### src/rtl/fetch_if.sv
// fetch_if: fetch-stage bundle linking fetch_unit to instruction memory, decode and hazard logic.
interface fetch_if;
    logic        stall;
    logic        b;
    logic [31:0] branch_target;
    logic        jump;
    logic [31:0] jump_target;
    logic [31:0] imem_addr;
    logic [31:0] imem_data;
    logic        imem_ready;
    logic [31:0] id_inst;
    logic [31:0] id_pc4;
    logic        id_valid;
    modport master (
        input  stall, b, branch_target, jump, jump_target, imem_data, imem_ready,
        output imem_addr, id_inst, id_pc4, id_valid
    );
    modport slave (
        output stall, b, branch_target, jump, jump_target, imem_data, imem_ready,
        input  imem_addr, id_inst, id_pc4, id_valid
    );
endinterface

### src/rtl/fetch_unit.sv
// fetch_unit: PC, instruction fetch and IF/ID register with branch/jump redirect.
// Define FETCH_DELAY_SLOT_EN for MIPS delay-slot semantics (adds the PENDING state).
module fetch_unit #(
    parameter logic [31:0] RESET_PC = 32'h0000_0000
) (
    input logic    clk,
    input logic    rst,
    fetch_if.master bus
);
    logic [31:0] pc, pc4, tgt, pc_nxt, inst, inst_pc4;
    logic        valid, redirect, fetch;
    assign pc4           = pc + 32'd4;
    assign redirect      = valid & (bus.jump | bus.b);
    assign tgt           = bus.jump ? bus.jump_target : bus.branch_target;
    assign bus.imem_addr = pc;
    assign bus.id_inst   = inst;
    assign bus.id_pc4    = inst_pc4;
    assign bus.id_valid  = valid;
`ifdef FETCH_DELAY_SLOT_EN
    typedef enum logic {NORMAL, PENDING} state_t;
    state_t      state, state_nxt;
    logic [31:0] pend;
    always_ff @(posedge clk or posedge rst)
        if (rst) begin
            state <= NORMAL;
            pend  <= '0;
        end else begin
            state <= state_nxt;
            if (state == NORMAL && state_nxt == PENDING) pend <= tgt;
        end
    always_comb
        state_nxt = bus.stall ? state
                  : state == NORMAL ? (redirect && !bus.imem_ready ? PENDING : NORMAL)
                  : (bus.imem_ready ? NORMAL : PENDING);
    // The delay slot is always kept, so IF/ID loads whenever memory delivers.
    always_comb begin
        fetch  = bus.imem_ready;
        pc_nxt = !bus.imem_ready ? pc : state == PENDING ? pend : redirect ? tgt : pc4;
    end
`else
    always_comb begin
        fetch  = bus.imem_ready & ~redirect;
        pc_nxt = redirect ? tgt : bus.imem_ready ? pc4 : pc;
    end
`endif
    // stall freezes everything, so a redirect seen under stall is simply dropped.
    always_ff @(posedge clk or posedge rst)
        if (rst) begin
            pc       <= RESET_PC;
            inst     <= '0;
            inst_pc4 <= '0;
            valid    <= 1'b0;
        end else if (!bus.stall) begin
            pc       <= pc_nxt;
            inst     <= fetch ? bus.imem_data : 32'h0;
            inst_pc4 <= fetch ? pc4 : 32'h0;
            valid    <= fetch;
        end
endmodule

### src/flat_wrapper.sv
// flat-port wrapper written by rule: the top's interface ports become plain ports
module fetch_unit_flat 
#(
    parameter logic [31:0] RESET_PC = 32'h0000_0000
)
  (clk, rst, bus_stall, bus_b, bus_branch_target, bus_jump, bus_jump_target, bus_imem_data, bus_imem_ready, bus_imem_addr, bus_id_inst, bus_id_pc4, bus_id_valid);
  fetch_if bus_i ();
  input logic clk;
  input logic rst;
  input wire logic [$bits(bus_i.stall)-1:0] bus_stall;
  input wire logic [$bits(bus_i.b)-1:0] bus_b;
  input wire logic [$bits(bus_i.branch_target)-1:0] bus_branch_target;
  input wire logic [$bits(bus_i.jump)-1:0] bus_jump;
  input wire logic [$bits(bus_i.jump_target)-1:0] bus_jump_target;
  input wire logic [$bits(bus_i.imem_data)-1:0] bus_imem_data;
  input wire logic [$bits(bus_i.imem_ready)-1:0] bus_imem_ready;
  output wire logic [$bits(bus_i.imem_addr)-1:0] bus_imem_addr;
  output wire logic [$bits(bus_i.id_inst)-1:0] bus_id_inst;
  output wire logic [$bits(bus_i.id_pc4)-1:0] bus_id_pc4;
  output wire logic [$bits(bus_i.id_valid)-1:0] bus_id_valid;
  assign bus_i.stall = bus_stall;
  assign bus_i.b = bus_b;
  assign bus_i.branch_target = bus_branch_target;
  assign bus_i.jump = bus_jump;
  assign bus_i.jump_target = bus_jump_target;
  assign bus_i.imem_data = bus_imem_data;
  assign bus_i.imem_ready = bus_imem_ready;
  assign bus_imem_addr = bus_i.imem_addr;
  assign bus_id_inst = bus_i.id_inst;
  assign bus_id_pc4 = bus_i.id_pc4;
  assign bus_id_valid = bus_i.id_valid;
  fetch_unit #(.RESET_PC(RESET_PC)) u_core (.clk(clk), .rst(rst), .bus(bus_i));
endmodule
### config.mk
export PLATFORM = sky130hd
export DESIGN_NAME = fetch_unit_flat
export DESIGN_NICKNAME = d
export VERILOG_FILES = /design/src/rtl/fetch_if.sv /design/src/rtl/fetch_unit.sv /design/src/flat_wrapper.sv
export SDC_FILE = /design/constraint.sdc
export NUM_CORES = 1
export LEC_CHECK = 0
export ABC_AREA = 1
export CAP_MARGIN = 20
export CORE_UTILIZATION = 40
export DETAILED_ROUTE_END_ITERATION = 16
export PLACE_DENSITY_LB_ADDON = 0.08
export SYNTH_ARGS = -nofsm -noshare
export SYNTH_HDL_FRONTEND = slang
export SYNTH_SLANG_ARGS = --single-unit
### constraint.sdc
create_clock -name clk -period 3.1 [get_ports clk]
set_clock_uncertainty 0.05 [all_clocks]
set_input_delay 0.31 -clock clk [delete_from_list [all_inputs] [get_ports clk]]
set_output_delay 0.31 -clock clk [all_outputs]
set_load 0.01 [all_outputs]
==> Yosys cells after proc, flatten, opt, wreduce, memory -nomap -nowiden <==
Cells that the tools add are included.
{ "op_classes": {"addsub": 1, "muxes": 5, "bitwise": 5, "reduce_logical": 2} }
{ "ops": {"columns": ["op", "n"], "rows": [
  ["32-bit two-way mux", 5],
  ["32-bit by 3-bit adder with 32-bit output, second input constant", 1],
  ["1-bit bitwise AND", 2],
  ["1-bit NOT", 2],
  ["2-bit AND reduction", 1],
  ["2-bit nonzero test", 1],
  ["1-bit OR", 1]
]} }
{ "totals": {"reg_bits": 97, "inputBits": 102, "output_inout_bits": 97, "word_cells": 17} }

==> Longest topological paths before layout <==
Gate-level depths: netlist of run 1.
{ "depth": {"ltp_word": 5, "mapped_depth": 11} }

==> Least setup slack after synthesis of run 1 <==
No wires, ideal clock.
{ "synth_timing": {"path_type": "flip-flop to flip-flop", "from": "register u_core.pc[2] (netlist: u_core.bus.imem_addr[2])", "to": "register u_core.pc[12] (netlist: u_core.bus.imem_addr[12])", "setup_ps": 117, "arrival_time_ps": 1461, "required_ps": 2933, "path_slack_ps": 1472, "path_stages_with_launch": 10, "period_less_slack_ps": 1628, "path_cell_list": "dfrtp_1 ha_1 nand2_1 nor2_1 nand2_2 nor2_2 xnor2_1 nand2_1 nand2_1 nand2_1"} }
{ "synth_via": {"elab_chain_cells": 3} }
{ "synth_rtl": {"columns": ["item", "line_no", "text"], "rows": [
  ["start: declaration", "fetch_unit.sv:10", "logic [31:0] pc, pc4, tgt, pc_nxt, inst, inst_pc4;"],
  ["start signal: assignment", "fetch_unit.sv:54", "pc <= pc_nxt;"],
  ["32-bit by 3-bit adder with 32-bit output", "fetch_unit.sv:12", "assign pc4 = pc + 32'd4;"],
  ["32-bit two-way mux (2 in a row)", "fetch_unit.sv:43", "pc_nxt = redirect ? tgt : bus.imem_ready ? pc4 : pc;"]
]} }
Every way passes these cells. The select of a mux whose other input is x is not followed.
A chain may end at the register's enable or synchronous reset.

==> Worst setup path in the final report of run 1 <==
{ "layout_timing": {"from": "input port bus_jump", "to": "register u_core.pc[0] (netlist: u_core.bus.imem_addr[0])"} }
{ "layout_via": {"elab_chain_cells": 4} }
{ "layout_rtl": {"columns": ["item", "line_no", "text"], "rows": [
  ["start: declaration", "flat_wrapper.sv:13", "input wire logic [$bits(bus_i.jump)-1:0] bus_jump;"],
  ["1-bit OR", "fetch_unit.sv:13", "assign redirect = valid & (bus.jump | bus.b);"],
  ["1-bit bitwise AND", "fetch_unit.sv:13", null],
  ["2-bit nonzero test (no source line)", null, null],
  ["2-bit AND reduction (no source line)", null, null]
]} }
Several ways; a longest one is shown, not always the timed one.

==> implementation parameters, run 1 <==
Parameter                              Value

Min path
  Type of the worst min-delay path ... in -> reg
  Worst hold path cell count ... 3

Timing
  Number of setup violations in the final report ... 0
  Highest attainable clock frequency ... 442.6 MHz
  Final period utilization ... 72.88%
  Final Max Tran Viols ... 0
  Relative max-transition margin ... 48.35%
  Slew at the pin closest to its max-slew limit ... 0.7740 ns
  Hold Violations, Final ... 0
  Setup TNS ... 0 ns
  Final-layout worst hold slack ... 0.2536 ns
  Minimum period implied by the final worst setup slack ... 2.259 ns
  Unrepaired setup endpoints after global routing ... false

Clocking
  Number of buffers inserted during clock tree synthesis ... 9
  Number of clock sinks ... 97
  Clk_lat worst skew ... 0.35 ns
  Clock transition at the registers of the reported paths ... 0.07 ns
  Htree depth ... 3
  CTS tree ... done
  Resized cells post-CTS ... 0
  Post-CTS setup buffer count ... 0
  Post-cts hold buffer count ... 0
  Master cell of the clock root buffer ... sky130_fd_sc_hd__clkbuf_16
  Buffer levels on the longest clock path ... 2

Yosys
  Main combinational cell family by area after synthesis ... simple AND/OR/NAND/NOR gates
  Nets in the synthesized netlist ... 748
  Arithmetic-cell share of the synthesized area counting full adders, half adders and majority gates ... 0.2490%
  Mapped Cells ... 645
  Cell type with the largest total area after synthesis ... sky130_fd_sc_hd__dfrtp_1
  Compound-cell area share of the yosys netlist ... 13.67%
  Leading post-synthesis cells by cell area ... sky130_fd_sc_hd__dfrtp_1 48%, sky130_fd_sc_hd__nand2_1 19%, sky130_fd_sc_hd__a22o_1 6.6%
  Post-Synthesis Cell Area ... 5025 um2
  Post-Synth XOR/XNOR Area ... 1.743%
  #FFs+latches synth ... 97
  Average cell area after synthesis ... 7.790 um2
  Multiplexer share of the synthesized area ... 0.1992%
  Share of the yosys chip area belonging to registers ... 48.31%
  Fraction of synthesis flops using an asynchronous set or reset pin ... 100.0%
  Number of synthesized flops with an enable pin ... 0
  Synth Flop Type ... sky130_fd_sc_hd__dfrtp_1
  Number of unique standard cell types used by synthesis ... 31
  Basic-gate share of the synthesized area counting and, or, nand and nor cells ... 30.38%
  Synth warnings ... 0
  Share of Yosys cell area claimed by the top area cell type ... 48.31%

Worst setup path
  CP Data Required Time ... 3.31 ns
  Crit start category ... input port
  CP most frequent cell ... sky130_fd_sc_hd__nor2_4
  Delay of the slowest critical-path stage ... 0.72 ns
  CP Max Fanout ... 21
  Critical path cell sequence ... clkdlybuf4s50_1 > nor2_4 > nor2_4 > inv_1 > nor2_1 > o211ai_1 > o21ai_0
  Slowest stage cell on the critical path ... sky130_fd_sc_hd__clkdlybuf4s50_1
  Number of cells on the worst reg-to-reg path ... 10
  CP endpoint kind ... flip-flop
  Crit path kind ... in -> reg
  Arrival time at the worst endpoint ... 2.47 ns

Layout
  Layout cell share with drive strength beyond 1 ... 5.131%
  Net count reported at finish ... 936
  Most frequent cells in the layout ... 260 x sky130_fd_sc_hd__nand2_1, 197 x sky130_fd_sc_hd__clkdlybuf4s50_1, 97 x sky130_fd_sc_hd__dfrtp_1, 52 x sky130_fd_sc_hd__nor2_1, 38 x sky130_fd_sc_hd__a22o_1
  Ant diodes ... 0
  Multi-input gate area in the final layout ... 2327 um2
  Layout area overhead ... 48.36%
  Final core utilization ... 61.55%
  FILL cells ... 1,100
  Most frequent standard cell in the layout excluding fill and tap cells ... sky130_fd_sc_hd__nand2_1
  Area taken by flip-flops and latches ... 2427 um2

Drt
  Total routed wirelength ... 15.66 mm
  Detailed-routed wire length on met3 ... 1.161 mm
  Wire length on met2 ... 6.877 mm
  Total routed wire length on the met1 layer ... 7.397 mm
  Routed via count divided by cell count ... 5.016
  Antenna-violating nets left ... 0
  DRC violation count after routing ... 0
  Top routing layer used ... met4
  Average wire per standard cell ... 15.57 um
  Vias after detailed routing ... 5,046
  Initial DRC Count ... 382
  Pre-antenna DRT Iters ... 5

Global routing
  Initial antenna violation count ... 0
  Maximum number of pins on one net before global-route repair ... 66
  Via count of the first global-routing pass ... 4,913
  Global-route usage over all layers ... 24.98%
  Total overflow reported by the global router ... 0
  First-pass GRT wire length ... 25.12 mm

Place
  DP HPWL ... 11.96 mm
  Quantity of I/O buffers inserted on ports ... 198
  Final estimated routing congestion in global placement ... 0.8981

Power
  Max VDD drop ... 0.2974 mV
  Cell leakage power ... 0.003409 uW
  Power density cells ... 576.5 nW/um2

Floorplan
  Die Outline Area ... 13,010 um2
  Vertical die dimension ... 114.1 um
  I/O pin count ... 199
  Effective utilization at floorplan ... 41.49%
  Placeable core region ... 12,110 um2
  Die X ... 114.1 um
  Number of cell rows ... 40

Run status
  Status ... finished clean

Run
  Max Cap Violations ... 0
[cells by family after synthesis]
| group | after synthesis |
|---|---|
| buf+inv | 67 |
| simple gates | 369 |
| flops | 97 |
| xor+xnor | 10 |
| compound gates | 100 |
| fa+ha+maj | 1 |
| mux | 1 |
[layout make-up]
| class | instances | area share, % |
|---|---|---|
| Inverter | 35 | 1.796 |
| Multi-Input combinational cell | 481 | 31.22 |
| Sequential cell | 97 | 32.56 |
| Timing Repair Buffer | 209 | 27.63 |
| Clock inverter | 5 | 0.8560 |
| Clock buffer | 11 | 3.122 |
| Tap cell | 168 | 2.820 |
[worst paths after layout]
kind                                             to               startpoint  slack (ns)
hold / removal                  u_core.bus.id_valid                bus_stall        0.25
min in group asynchronous     u_core.bus.id_inst[1]                      rst        0.39
setup / recovery            u_core.bus.imem_addr[0]                 bus_jump        0.84
setup reg to reg           u_core.bus.imem_addr[24]  u_core.bus.imem_addr[2]        1.07
max in group asynchronous     u_core.bus.id_pc4[30]                      rst        1.87
hold reg to reg               u_core.bus.id_pc4[26]    u_core.bus.id_pc4[26]        0.43
[flip-flops by register name, indices dropped and copies added, names as in the netlist]
name and cells:
u_core.bus.id_inst 32, u_core.bus.imem_addr 32, u_core.bus.id_valid 1, u_core.bus.id_pc4 32
[cell usage after synthesis (2+ instances only)]
master                     number
sky130_fd_sc_hd__or2_2          5
sky130_fd_sc_hd__inv_1         34
sky130_fd_sc_hd__dfrtp_1       97
sky130_fd_sc_hd__and2_1         2
sky130_fd_sc_hd__a31oi_1       18
sky130_fd_sc_hd__nor2_4         5
sky130_fd_sc_hd__clkbuf_1      17
sky130_fd_sc_hd__buf_4          2
sky130_fd_sc_hd__o21ai_0       22
sky130_fd_sc_hd__xnor2_1        4
sky130_fd_sc_hd__a22oi_1        2
sky130_fd_sc_hd__nand2_2        2
sky130_fd_sc_hd__nand3b_1       5
sky130_fd_sc_hd__buf_2         12
sky130_fd_sc_hd__a22o_1        38
sky130_fd_sc_hd__o211ai_1       6
sky130_fd_sc_hd__o21ai_1       10
sky130_fd_sc_hd__nand2_1      260
sky130_fd_sc_hd__xor2_1         6
sky130_fd_sc_hd__nand3_1       34
sky130_fd_sc_hd__a21oi_1        3
sky130_fd_sc_hd__nor2_1        52
[worst max-delay path: cells and delay by family]
family	cells	cell delay [ns]
buffers and inverters	2	1.18
AND/OR/NAND/NOR	3	0.74
AO/OA/AOI/OAI	2	0.24
[per-layer routing]
metal | up-vias | track usage [%]
met3 | 14 | 4.235
met1 | 2351 | 35.70
met2 | 206 | 38.14
li1 | 2475 | -
met4 | 0 | 9.091
met5 | - | 0
[report_power, final]
part	switching (uW)	internal [uW]
Clock	500	632
Sequential	265	1480
Combinational	692	726
[metrics by stage]
stage                     total power [uW]  setup slack (ns)  std cells  instance area [um2]
final                                 4298            0.8408       1006                 7455
after global routing                  4529            0.6450       1006                 7455
after CTS                             4316            0.8604       1006                 7455
after detailed placement              3178            0.4827        990                 7158
after global placement                3157            0.6327        990                 7158
after floorplan                       2356            0.2063        645                 5025
No activity file was read; power rests on OpenSTA's default activity.
==> inputs of run 2 (changes only) <==
- CORE_UTILIZATION: 40 -> 44
- clock period: 3.1 -> 2.3 ns (I/O delays scaled with it)
==> implementation parameters, run 2 (same netlist as run 1, synthesis figures left out) <==
Parameter                              Value

Timing
  Hold Violations, Final ... 0 (unchanged)
  Relative max-transition margin ... 56.75% (+8.4 points)
  Final Max Tran Viols ... 0 (unchanged)
  Unrepaired setup endpoints after global routing ... false
  Post-route setup slack ... 0.3242 ns (-0.5166 ns)
  Highest attainable clock frequency ... 506.1 MHz
  Slew at the pin closest to its max-slew limit ... 0.6488 ns (-0.1252 ns)
  Number of setup violations in the final report ... 0 (unchanged)
  Setup TNS ... 0 ns (unchanged)
  Minimum period implied by the final worst setup slack ... 1.976 ns
  Final period utilization ... 85.90%

Worst setup path
  Slowest stage cell on the critical path ... sky130_fd_sc_hd__dfrtp_1
  Crit path kind ... reg -> reg
  Timing startpoint of the critical path ... u_core.bus.imem_addr[2]
  Number of cells on the worst reg-to-reg path ... 10 (unchanged)
  Reg2Reg Setup Slack ... 0.32 ns (-0.75 ns)
  Arrival time at the worst endpoint ... 2.16 ns (-0.31 ns)
  End point of the critical path ... u_core.bus.imem_addr[24]
  CP most frequent cell ... sky130_fd_sc_hd__nand2_1
  CP Max Fanout ... 7 (-67%)
  CP Data Required Time ... 2.49 ns (-0.82 ns)
  Worst R2R Start ... u_core.bus.imem_addr[2]
  Crit start category ... flip-flop
  CP endpoint kind ... flip-flop
  Path length in cells of the critical path ... 10 (+3)
  Worst path buffer plus inverter count ... 0 (-2)
  Critical path cell sequence ... ha_1 > nand2_1 > nor2_1 > nand2_1 > nor2_1 > nand3_1 > nand2_1 > nand2_1 > nand2_1 > nand2_1
  Gate family responsible for the most delay along the worst path ... simple AND/OR/NAND/NOR gates
  Delay of the slowest critical-path stage ... 0.48 ns (-0.24 ns)
  Destination of the worst register-to-register timing path ... u_core.bus.imem_addr[24]

Clocking
  Number of buffers inserted during clock tree synthesis ... 9 (unchanged)
  Resized cells post-CTS ... 0 (unchanged)
  Number of clock sinks ... 97 (unchanged)
  Htree depth ... 3 (unchanged)
  Clk_lat worst skew ... 0.34 ns (about the same)
  Buffer levels on the longest clock path ... 2 (unchanged)
  Post-CTS setup buffer count ... 0 (unchanged)
  Clock transition at the registers of the reported paths ... 0.07 ns (about the same)
  CTS tree ... done
  Post-cts hold buffer count ... 0 (unchanged)
  Master cell of the clock root buffer ... sky130_fd_sc_hd__clkbuf_16

Drt
  Initial DRC Count ... 413 (+8.1%)
  DRC violation count after routing ... 0 (unchanged)
  Pre-antenna DRT Iters ... 8 (+3)
  Total routed wirelength ... 15.38 mm (-1.8%)
  Vias after detailed routing ... 5,085 (+0.77%)
  Average wire per standard cell ... 15.69 um (+0.79%)
  Routed via count divided by cell count ... 5.189 (+3.4%)
  Antenna-violating nets left ... 0 (unchanged)

Layout
  Most frequent cells in the layout ... 260 x sky130_fd_sc_hd__nand2_1, 197 x sky130_fd_sc_hd__clkdlybuf4s50_1, 97 x sky130_fd_sc_hd__dfrtp_1, 52 x sky130_fd_sc_hd__nor2_1, 38 x sky130_fd_sc_hd__a22o_1
  Layout cell share with drive strength beyond 1 ... 5.357% (+0.23 points)
  Most frequent standard cell in the layout excluding fill and tap cells ... sky130_fd_sc_hd__nand2_1
  Net count reported at finish ... 938 (+0.21%)
  FILL cells ... 916 (-17%)
  Layout area overhead ... 48.73%
  Ant diodes ... 0 (unchanged)

Power
  Max VDD drop ... 0.3847 mV (+29%)
  Cell leakage power ... 0.003426 uW (+0.48%)
  Power density cells ... 773.2 nW/um2 (+34%)

Place
  Placement-stage worst setup slack ... 0.3324 ns (-0.1503 ns)
  DP HPWL ... 11.50 mm (-3.8%)
  Final estimated routing congestion in global placement ... 0.8918 (-0.70%)
  Quantity of I/O buffers inserted on ports ... 198 (unchanged)

Global routing
  Met3 Use GR ... 4.304% (+0.069 points)
  First-pass GRT wire length ... 24.30 mm (-3.3%)
  Total overflow reported by the global router ... 0 (unchanged)
  GR met1 Demand/Resource ... 38.34% (+2.6 points)
  Met2 layer usage reported by global route ... 41.24% (+3.1 points)
  Initial antenna violation count ... 0 (unchanged)
  Global-route usage over all layers ... 26.77% (+1.8 points)
  Maximum number of pins on one net before global-route repair ... 98 (+48%)
  Busiest metal layer after global routing ... met2
  Via count of the first global-routing pass ... 4,908 (-0.10%)

Floorplan
  Die X ... 108.9 um (-4.6%)
  Vertical die dimension ... 108.9 um (-4.6%)
  I/O pin count ... 199 (unchanged)
  Number of cell rows ... 38 (-5.0%)
  Placeable core region ... 10,980 um2 (-9.3%)
  Die Outline Area ... 11,850 um2 (-8.9%)
  Effective utilization at floorplan ... 45.75% (+4.3 points)

Run
  Max Cap Violations ... 0 (unchanged)

Run status
  Status ... finished clean

Min path
  Type of the worst min-delay path ... in -> reg
  Worst hold path cell count ... 3 (unchanged)
run 2: cell count changes in the layout (fill, tap and decap cells not counted):
| cell | change |
|---|---|
| sky130_fd_sc_hd__buf_12 | +3 |
| sky130_fd_sc_hd__buf_4 | -1 |
| sky130_fd_sc_hd__clkinvlp_4 | +1 |
| sky130_fd_sc_hd__inv_4 | -1 |
run 2: report_power, final:
part | switching (uW) | internal (uW)
Clock | 653 | 852
Combinational | 943 | 991
Sequential | 342 | 2000
run 2: worst min path at each step:
stage,startpoint,end
2_1_floorplan,bus_imem_data[0],u_core.bus.id_inst[0]
3_3_place_gp,u_core.bus.id_pc4[16],u_core.bus.id_pc4[16]
3_5_place_dp,u_core.bus.id_pc4[19],u_core.bus.id_pc4[19]
4_1_cts,bus_stall,u_core.bus.id_pc4[1]
5_1_grt,bus_stall,u_core.bus.id_pc4[0]
6_report,bus_stall,u_core.bus.id_pc4[1]
run 2: tightest hold or removal path, cell delays in order:
cell                      delay, ns
sky130_fd_sc_hd__buf_2         0.15
sky130_fd_sc_hd__nand2_1       0.07
sky130_fd_sc_hd__o21ai_1       0.05
run 2: layout make-up:
cell class / instances / area (um2) / share of cell area [%]
clock buffer: 11 / 232.7 / 3.114
clock inverter: 5 / 63.81 / 0.8538
inverter: 35 / 135.1 / 1.808
multi-input combinational: 481 / 2327 / 31.14
sequential: 97 / 2427 / 32.48
tap: 140 / 175.2 / 2.344
timing repair buffer: 211 / 2112 / 28.26
run 2: layer usage:
metal / share of wire (%) / up-vias / routed length (um)
met2: 43 / 263 / 6670
met1: 46 / 2314 / 7131
met3: 8.8 / 20 / 1356
met5: 0 / - / 0
met4: 1.4 / 0 / 221
li1: - / 2488 / -
run 2: stage by stage:
| stage | hold WS [ns] | cell area [um2] | cells | util [%] | power [uW] |
|---|---|---|---|---|---|
| 2_1_floorplan | 0.3125 | 5029 | 645 | - | 3176 |
| 3_3_place_gp | 0.4112 | 7177 | 964 | 65.35 | 4259 |
| 3_5_place_dp | 0.4180 | 7177 | 964 | 65.35 | 4286 |
| 4_1_cts | 0.1451 | 7473 | 980 | 68.05 | 5802 |
| 5_1_grt | 0.1693 | 7473 | 980 | 68.05 | 6096 |
| 6_report | 0.1544 | 7473 | 980 | 68.05 | 5779 |
